File: config.mk
export PLATFORM = sky130hd
export DESIGN_NAME = md_ctrl
export DESIGN_NICKNAME = d
export VERILOG_FILES = /design/src/rtl/md_ctrl.sv
export SDC_FILE = /design/constraint.sdc
export NUM_CORES = 1
export LEC_CHECK = 0
export CORE_AREA = 2 2 259 261
export CTS_CLUSTER_DIAMETER = 30
export DETAILED_ROUTE_END_ITERATION = 16
export DIE_AREA = 0 0 261 263
export SYNTH_ARGS = -nofsm -noshare
export SYNTH_HDL_FRONTEND = slang
export SYNTH_SLANG_ARGS = --single-unit
File: constraint.sdc
create_clock -name clk -period 8.4 [get_ports clk]
set_input_delay 1.68 -clock clk [delete_from_list [all_inputs] [get_ports clk]]
set_output_delay 1.68 -clock clk [all_outputs]
set_load 0.02 [all_outputs]
File: src/rtl/md_ctrl.sv
// md_ctrl: iterative multiply/divide unit that owns the architectural HI/LO registers.
// MULT/DIV keep busy high for 33 cycles; MTHI/MTLO write in a single cycle.
module md_ctrl (
  input  logic        clk,
  input  logic        rst,
  input  logic        start,
  input  logic [2:0]  func,
  input  logic        isSign,
  input  logic [31:0] A,
  input  logic [31:0] B,
  input  logic        readHILO,
  input  logic        flush,
  output logic        busy,
  output logic        stall,
  output logic        done,
  output logic [31:0] HI,
  output logic [31:0] LO
);
  // state | meaning
  // IDLE  | ready for a new request; MTHI/MTLO complete here
  // MUL   | shift-add, one multiplier bit per cycle
  // DIV   | restoring divide, one quotient bit per cycle
  // FIX   | sign correction and HI/LO commit
  localparam logic [1:0] S_IDLE = 2'd0;
  localparam logic [1:0] S_MUL  = 2'd1;
  localparam logic [1:0] S_DIV  = 2'd2;
  localparam logic [1:0] S_FIX  = 2'd3;

  localparam logic [2:0] F_MULT = 3'b001;
  localparam logic [2:0] F_DIV  = 3'b010;
  localparam logic [2:0] F_MTHI = 3'b011;
  localparam logic [2:0] F_MTLO = 3'b100;

  logic [1:0]  state;
  logic [4:0]  cnt;
  logic [31:0] opb;
  logic [63:0] acc;
  logic [31:0] rem;
  logic [31:0] quo;
  logic        sign_a;
  logic        sign_b;
  logic        op_div;
  logic        b_zero;

  logic [31:0] a_mag;
  logic [31:0] b_mag;
  logic [32:0] mul_sum;
  logic [32:0] div_shift;
  logic [31:0] div_diff;
  logic        div_ge;
  logic [63:0] prod_fix;
  logic [31:0] quo_fix;
  logic [31:0] rem_fix;

  assign a_mag = (isSign && A[31]) ? (32'd0 - A) : A;
  assign b_mag = (isSign && B[31]) ? (32'd0 - B) : B;

  // low half of acc holds the remaining multiplier bits, high half the partial sum
  assign mul_sum = {1'b0, acc[63:32]} + (acc[0] ? {1'b0, opb} : 33'd0);

  assign div_shift = {rem, quo[31]};
  assign div_ge    = (div_shift >= {1'b0, opb});
  assign div_diff  = div_shift[31:0] - opb;

  assign prod_fix = (sign_a ^ sign_b) ? (64'd0 - acc) : acc;
  assign quo_fix  = (sign_a ^ sign_b) ? (32'd0 - quo) : quo;
  assign rem_fix  = sign_a ? (32'd0 - rem) : rem;

  assign busy  = (state != S_IDLE);
  assign stall = !rst && busy && (start || readHILO);

  always_ff @(posedge clk) begin
    if (rst) begin
      state  <= S_IDLE;
      cnt    <= 5'd0;
      opb    <= 32'd0;
      acc    <= 64'd0;
      rem    <= 32'd0;
      quo    <= 32'd0;
      sign_a <= 1'b0;
      sign_b <= 1'b0;
      op_div <= 1'b0;
      b_zero <= 1'b0;
      HI     <= 32'd0;
      LO     <= 32'd0;
      done   <= 1'b0;
    end else begin
      done <= 1'b0;
      case (state)
        S_IDLE: begin
          if (start && !flush) begin
            case (func)
              F_MULT, F_DIV: begin
                sign_a <= isSign & A[31];
                sign_b <= isSign & B[31];
                opb    <= b_mag;
                cnt    <= 5'd0;
                op_div <= (func == F_DIV);
                b_zero <= (B == 32'd0);
                acc    <= {32'd0, a_mag};
                quo    <= a_mag;
                rem    <= 32'd0;
                state  <= (func == F_DIV) ? S_DIV : S_MUL;
              end
              F_MTHI:  HI <= A;
              F_MTLO:  LO <= A;
              default: ;
            endcase
          end
        end
        S_MUL: begin
          if (flush) begin
            state <= S_IDLE;
          end else begin
            acc <= {mul_sum, acc[31:1]};
            cnt <= cnt + 5'd1;
            if (cnt == 5'd31) state <= S_FIX;
          end
        end
        S_DIV: begin
          if (flush) begin
            state <= S_IDLE;
          end else begin
            rem <= div_ge ? div_diff : div_shift[31:0];
            quo <= {quo[30:0], div_ge};
            cnt <= cnt + 5'd1;
            if (cnt == 5'd31) state <= S_FIX;
          end
        end
        default: begin
          if (!flush) begin
            if (op_div) begin
              // a zero divisor leaves the dividend in rem, so only LO needs forcing
              HI <= rem_fix;
              LO <= b_zero ? 32'hFFFF_FFFF : quo_fix;
            end else begin
              HI <= prod_fix[63:32];
              LO <= prod_fix[31:0];
            end
            done <= 1'b1;
          end
          state <= S_IDLE;
        end
      endcase
    end
  end
endmodule

== Word-level counts from Yosys, hierarchy flattened ==
Index checks and enable logic that the tools add are counted.

* Bits in registers: 236
* Input port bits: 73
* Output and inout bits: 67
* Word-level logic and storage cells: 107

* $add $sub $neg: 8
* Order comparisons: 1
* Equal/unequal tests: 16
* Multiplexer cells: 41
* Bitwise operators: 4
* Reductions and logical operators: 24

{| class="wikitable"
|+ Operator list
! kind !! number
|-
| $mux W32 || 21
|-
| $mux W64 || 4
|-
| $pmux W32 S2 || 4
|-
| $pmux W64 S2 || 1
|-
| $sub A1 B32 Y32 const A || 4
|-
| $sub A1 B64 Y64 const A || 1
|-
| $add A32 B32 Y33 || 1
|-
| $ge A33 B32 Y1 || 1
|-
| $logic_not A32 Y1 || 1
|-
| $sub A32 B32 Y32 || 1
|-
| $reduce_and A4 Y1 || 5
|-
| $mux W5 || 3
|-
| $mux W2 || 5
|-
| $pmux W5 S2 || 1
|-
| $ne A2 B1 Y1 const B || 4
|-
| $ne A2 B2 Y1 const B || 4
|-
| $reduce_bool A2 Y1 || 4
|-
| $eq A3 B2 Y1 const B || 2
|-
| $reduce_and A3 Y1 || 2
|-
| $add A5 B1 Y5 const B || 1
|-
| $eq A5 B5 Y1 const B || 1
|-
| $logic_and A1 B1 Y1 || 5
|-
| $pmux W2 S2 || 1
|-
| $reduce_or A2 Y1 || 2
|-
| other kinds (13) || 15
|}

== Depth between registers and ports, before layout ==
* Depth in word-level cells: 6
* Mapped depth: 14
* Gate-level depth less buffers: 13

== Worst setup path before layout ==
No wires, ideal clock.

* Kind: input -> output
* Start: input rst
* End: output stall
* Arrival: 2.935 ns
* Data required time: 6.720 ns
* Path slack: 3.785 ns
* Stages: 5
* Buffers on the path: 4
* Path through: clkbuf_1 clkbuf_1 clkbuf_1 buf_1 nor3_1

* Longest elaborated chain between the ends: 3

{| class="wikitable"
|+ Ends and longest elaborated chain
! what !! RTL line !! RTL
|-
| start, declared || 5 || <nowiki>input logic rst,</nowiki>
|-
| $logic_not A1 Y1 || 70 || <nowiki>assign stall = !rst && busy && (start || readHILO);</nowiki>
|-
| $logic_and A1 B1 Y1 (2 in series) || 70 ||
|-
| end, declared || 14 || <nowiki>output logic stall,</nowiki>
|}

No other way between the ends.

== Final worst setup path ==
* Start: input flush
* End: register rem[23]

* Longest elaborated chain between the ends: 4
* Elaborated cells on any way between the ends: 5
* Classes of those cells: 2 x eq/ne; 3 x reduce/logical

{| class="wikitable"
|+ Ends and longest elaborated chain
! what !! RTL line !! RTL
|-
| start, declared || 12 || <nowiki>input logic flush,</nowiki>
|-
| $logic_not A1 Y1 || -- ||
|-
| $logic_and A1 B1 Y1 || 91 || <nowiki>if (start && !flush) begin</nowiki>
|-
| $ne A2 B2 Y1 (no line) || -- ||
|-
| $reduce_and A4 Y1 (no line) * || -- ||
|-
| end signal, assigned || 124 || <nowiki>rem <= div_ge ? div_diff : div_shift[31:0];</nowiki>
|-
| end, declared || 38 || <nowiki>logic [31:0] rem;</nowiki>
|}

Every way passes the cells marked *; elsewhere a longest branch is shown, timed or not.
A chain may end at the register's enable or synchronous reset.

==> flow_summary_export.csv <==
group,metric,value,unit
cells_and_area,layout-area-overhead-vs-synth,24.2,%
clocking,post-cts-setup-buffer-count,0,
worst_setup_path,start_kind,"input pin",
worst_setup_path,endpoint_kind,"flop",
synthesis,ys_types,73,
synthesis,synth.net_count,2562,
timing,worst_slew_pin_slew,1.30,ns
status,outcome,"finished clean",
drt,ant_nets,0,
drt,drt-initial-drc-count,1999,
timing,slew_headroom,12.4,%
flow_run,cap_violations,0,
placement,io_buffers,139,
drt,vias,18800,
drt,avgViaCountPerCell,5.54,
worst_setup_path,worstSetupPathType,"input pin to flop",
global_route,overflow,0,
placement,place_congestion,0.921,
floorplanning,initial_core_util,26.9,%
timing,rsz0062_at_grt,"false",
clocking,cts_hold_buf,0,
synthesis,ys_warn_count,0,
synthesis,yosysTopAreaCell,"dfxtp_1",
timing,setup_viol,0,
worst_setup_path,crit_required,8.88,ns
synthesis,synth_edf_count,0,
placement,place_inst,3283,
synthesis,avgSynthCellArea,7.33,um2
cells_and_area,finalNetCount,2628,
drt,drc,0,
pwr,ir_drop,159,uV
floorplanning,core_region_area,65600,um2
cells_and_area,final_cells,3392,
drt,routed_wl,68.4,mm
global_route,grt_usage,19.2,%
synthesis,syn_inst,2412,
timing,fin_tns_setup,0,ns
floorplanning,rows,94,
pwr,p_leak,8.47,nW
timing,fmaxAchievable,206,MHz
global_route,grt_pass1_wl,104,mm
clocking,clock-sinks,236,
cells_and_area,layout-drive-gt1-share,6.65,%
timing,maxSlewViolCount,0,
drt,first_pass_iters,5,
floorplanning,die_y,263,um
global_route,grt_start_max_net_pins,94,
synthesis,synth_seq_cells,236,
synthesis,synthFlopType,"dfxtp_1",
timing,period_share,57.8,%
clocking,cts_buffers,57,
timing,whs,0.452,ns
clocking,insertion_delay,0.61,ns
synthesis,syn_area,17700,um2
global_route,grt_pass1_vias,17100,
floorplanning,dieArea,68600,um2
clocking,cts_resized,0,
timing,period_minus_slack,4.85,ns
synthesis,yosysTopAreaCellShare,26.7,%
floorplanning,ios,140,
clocking,h-tree-depth,2,
cells_and_area,fin_util,33.4,%
synthesis,synth_top_cells_by_area,"dfxtp_1 27%, nor2_1 5.8%, xor2_1 5.7%",
clocking,clockBufferDepth,3,
floorplanning,die_w,261,um
synthesis,yosysSeqAreaShare,26.7,%
timing,skew,0.0390,ns
hold_path,hold_path_class,"flop to flop",
clocking,clk_pin_slew,0.05,ns
clocking,cts_tree,"yes",
pwr,p_per_area,263,nW/um2
worst_setup_path,path_max_fanout,55,
global_route,grt_antenna_before_repair,1,
drt,wl_per_cell,20.2,um
clocking,cts-root-buf,"clkbuf_16",
synthesis,synth-async-reset-ratio,0,%
worst_setup_path,worstPathArrival,5.33,ns
timing,hold_violations,0,
placement,hpwl,49.7,mm
==> placed cells by master (no fill, tap or decap), drive strengths merged, types with 52 or more instances in the layout <==
cell type        n
nand2          215
nor3            66
nand3          142
xnor2          110
clkdlybuf4s50  138
xor2           116
a21oi          170
a31oi           52
ha              75
clkbuf          69
dfxtp          236
o21ai          146
nor2           275
inv             72
a211oi          60
==> cell usage after synthesis, drive strengths merged (37+ instances only) <==
cell,instances
nor2,275
dfxtp,236
nand2,215
a21oi,170
clkbuf,152
o21ai,146
nand3,142
xor2,116
xnor2,110
ha,75
inv,70
nor3,66
a211oi,60
a31oi,52
nand2b,43
o31ai,39
and3,37
==> area by class of cell <==
| cell class | instances | area (um2) |
|---|---|---|
| Inverter | 71 | 267 |
| Multi-Input combinational cell | 1938 | 12100 |
| Tap cell | 864 | 1080 |
| Antenna cell | 2 | 5.00 |
| Clock buffer | 69 | 1560 |
| Clock inverter | 38 | 532 |
| Sequential cell | 236 | 4730 |
| Fill cell | 7020 | 43700 |
| Timing Repair Buffer | 174 | 1660 |
==> power breakdown <==
| group | internal [mW] | switching, mW |
|---|---|---|
| combinational | 0.623 | 1.41 |
| clock | 1.66 | 0.744 |
| sequential | 1.23 | 0.111 |
==> stage by stage <==
stage	worst slack [ns]	total power [mW]	cell area (um2)
after floorplan	3.79	2.59	17700
after global placement	3.24	3.35	19900
after detailed placement	3.13	3.35	19900
after CTS	3.69	5.77	21900
after global routing	3.39	6.01	21900
final	3.55	5.77	21900
==> sequential cells by signal (all words and copies together) (netlist names) <==
signal  count
quo        32
sign_a      1
LO         32
state       2
cnt         5
rem        32
op_div      1
b_zero      1
done        1
opb        32
acc        64
sign_b      1
HI         32
==> critical path, stage by stage <==
cell,delay (ns)
clkdlybuf4s50_1,0.58
nor4b_1,0.69
nand2b_1,0.34
and3_1,0.59
nor2b_4,1.09
a32oi_1,0.22
o31ai_1,0.13
==> routing by layer <==
metal / vias to the layer above / part of all wire (%) / GRT usage (%)
met1: 8828 / 43 / 27.0
li1: 8931 / - / -
met4: 0 / 3.5 / 7.06
met5: - / 0 / 0
met2: 906 / 43 / 28.9
met3: 142 / 10 / 3.76
==> kinds of logic (layout without fill, tap and decap cells) <==
| group | count (synthesis) | count (layout) | synth area share, % |
|---|---|---|---|
| fa+ha+maj | 77 | 77 | 5.54 |
| compound gates | 698 | 698 | 25.7 |
| mux | 12 | 12 | 0.687 |
| other cells | 0 | 2 | 0 |
| flops | 236 | 236 | 26.7 |
| simple gates | 925 | 925 | 25.1 |
| xor+xnor | 226 | 226 | 11.2 |
| buf+inv | 238 | 352 | 5.06 |
==> final timing paths <==
path              startpoint      end  slack, ns  cells after the start
setup / recovery       flush  rem[23]       3.55                      7
hold / removal       opb[31]  opb[31]       0.45                      2
setup reg to reg      opb[1]   rem[0]       4.48                     12
hold reg to reg      opb[31]  opb[31]       0.45                      2
(Power assumes the default switching activity.)
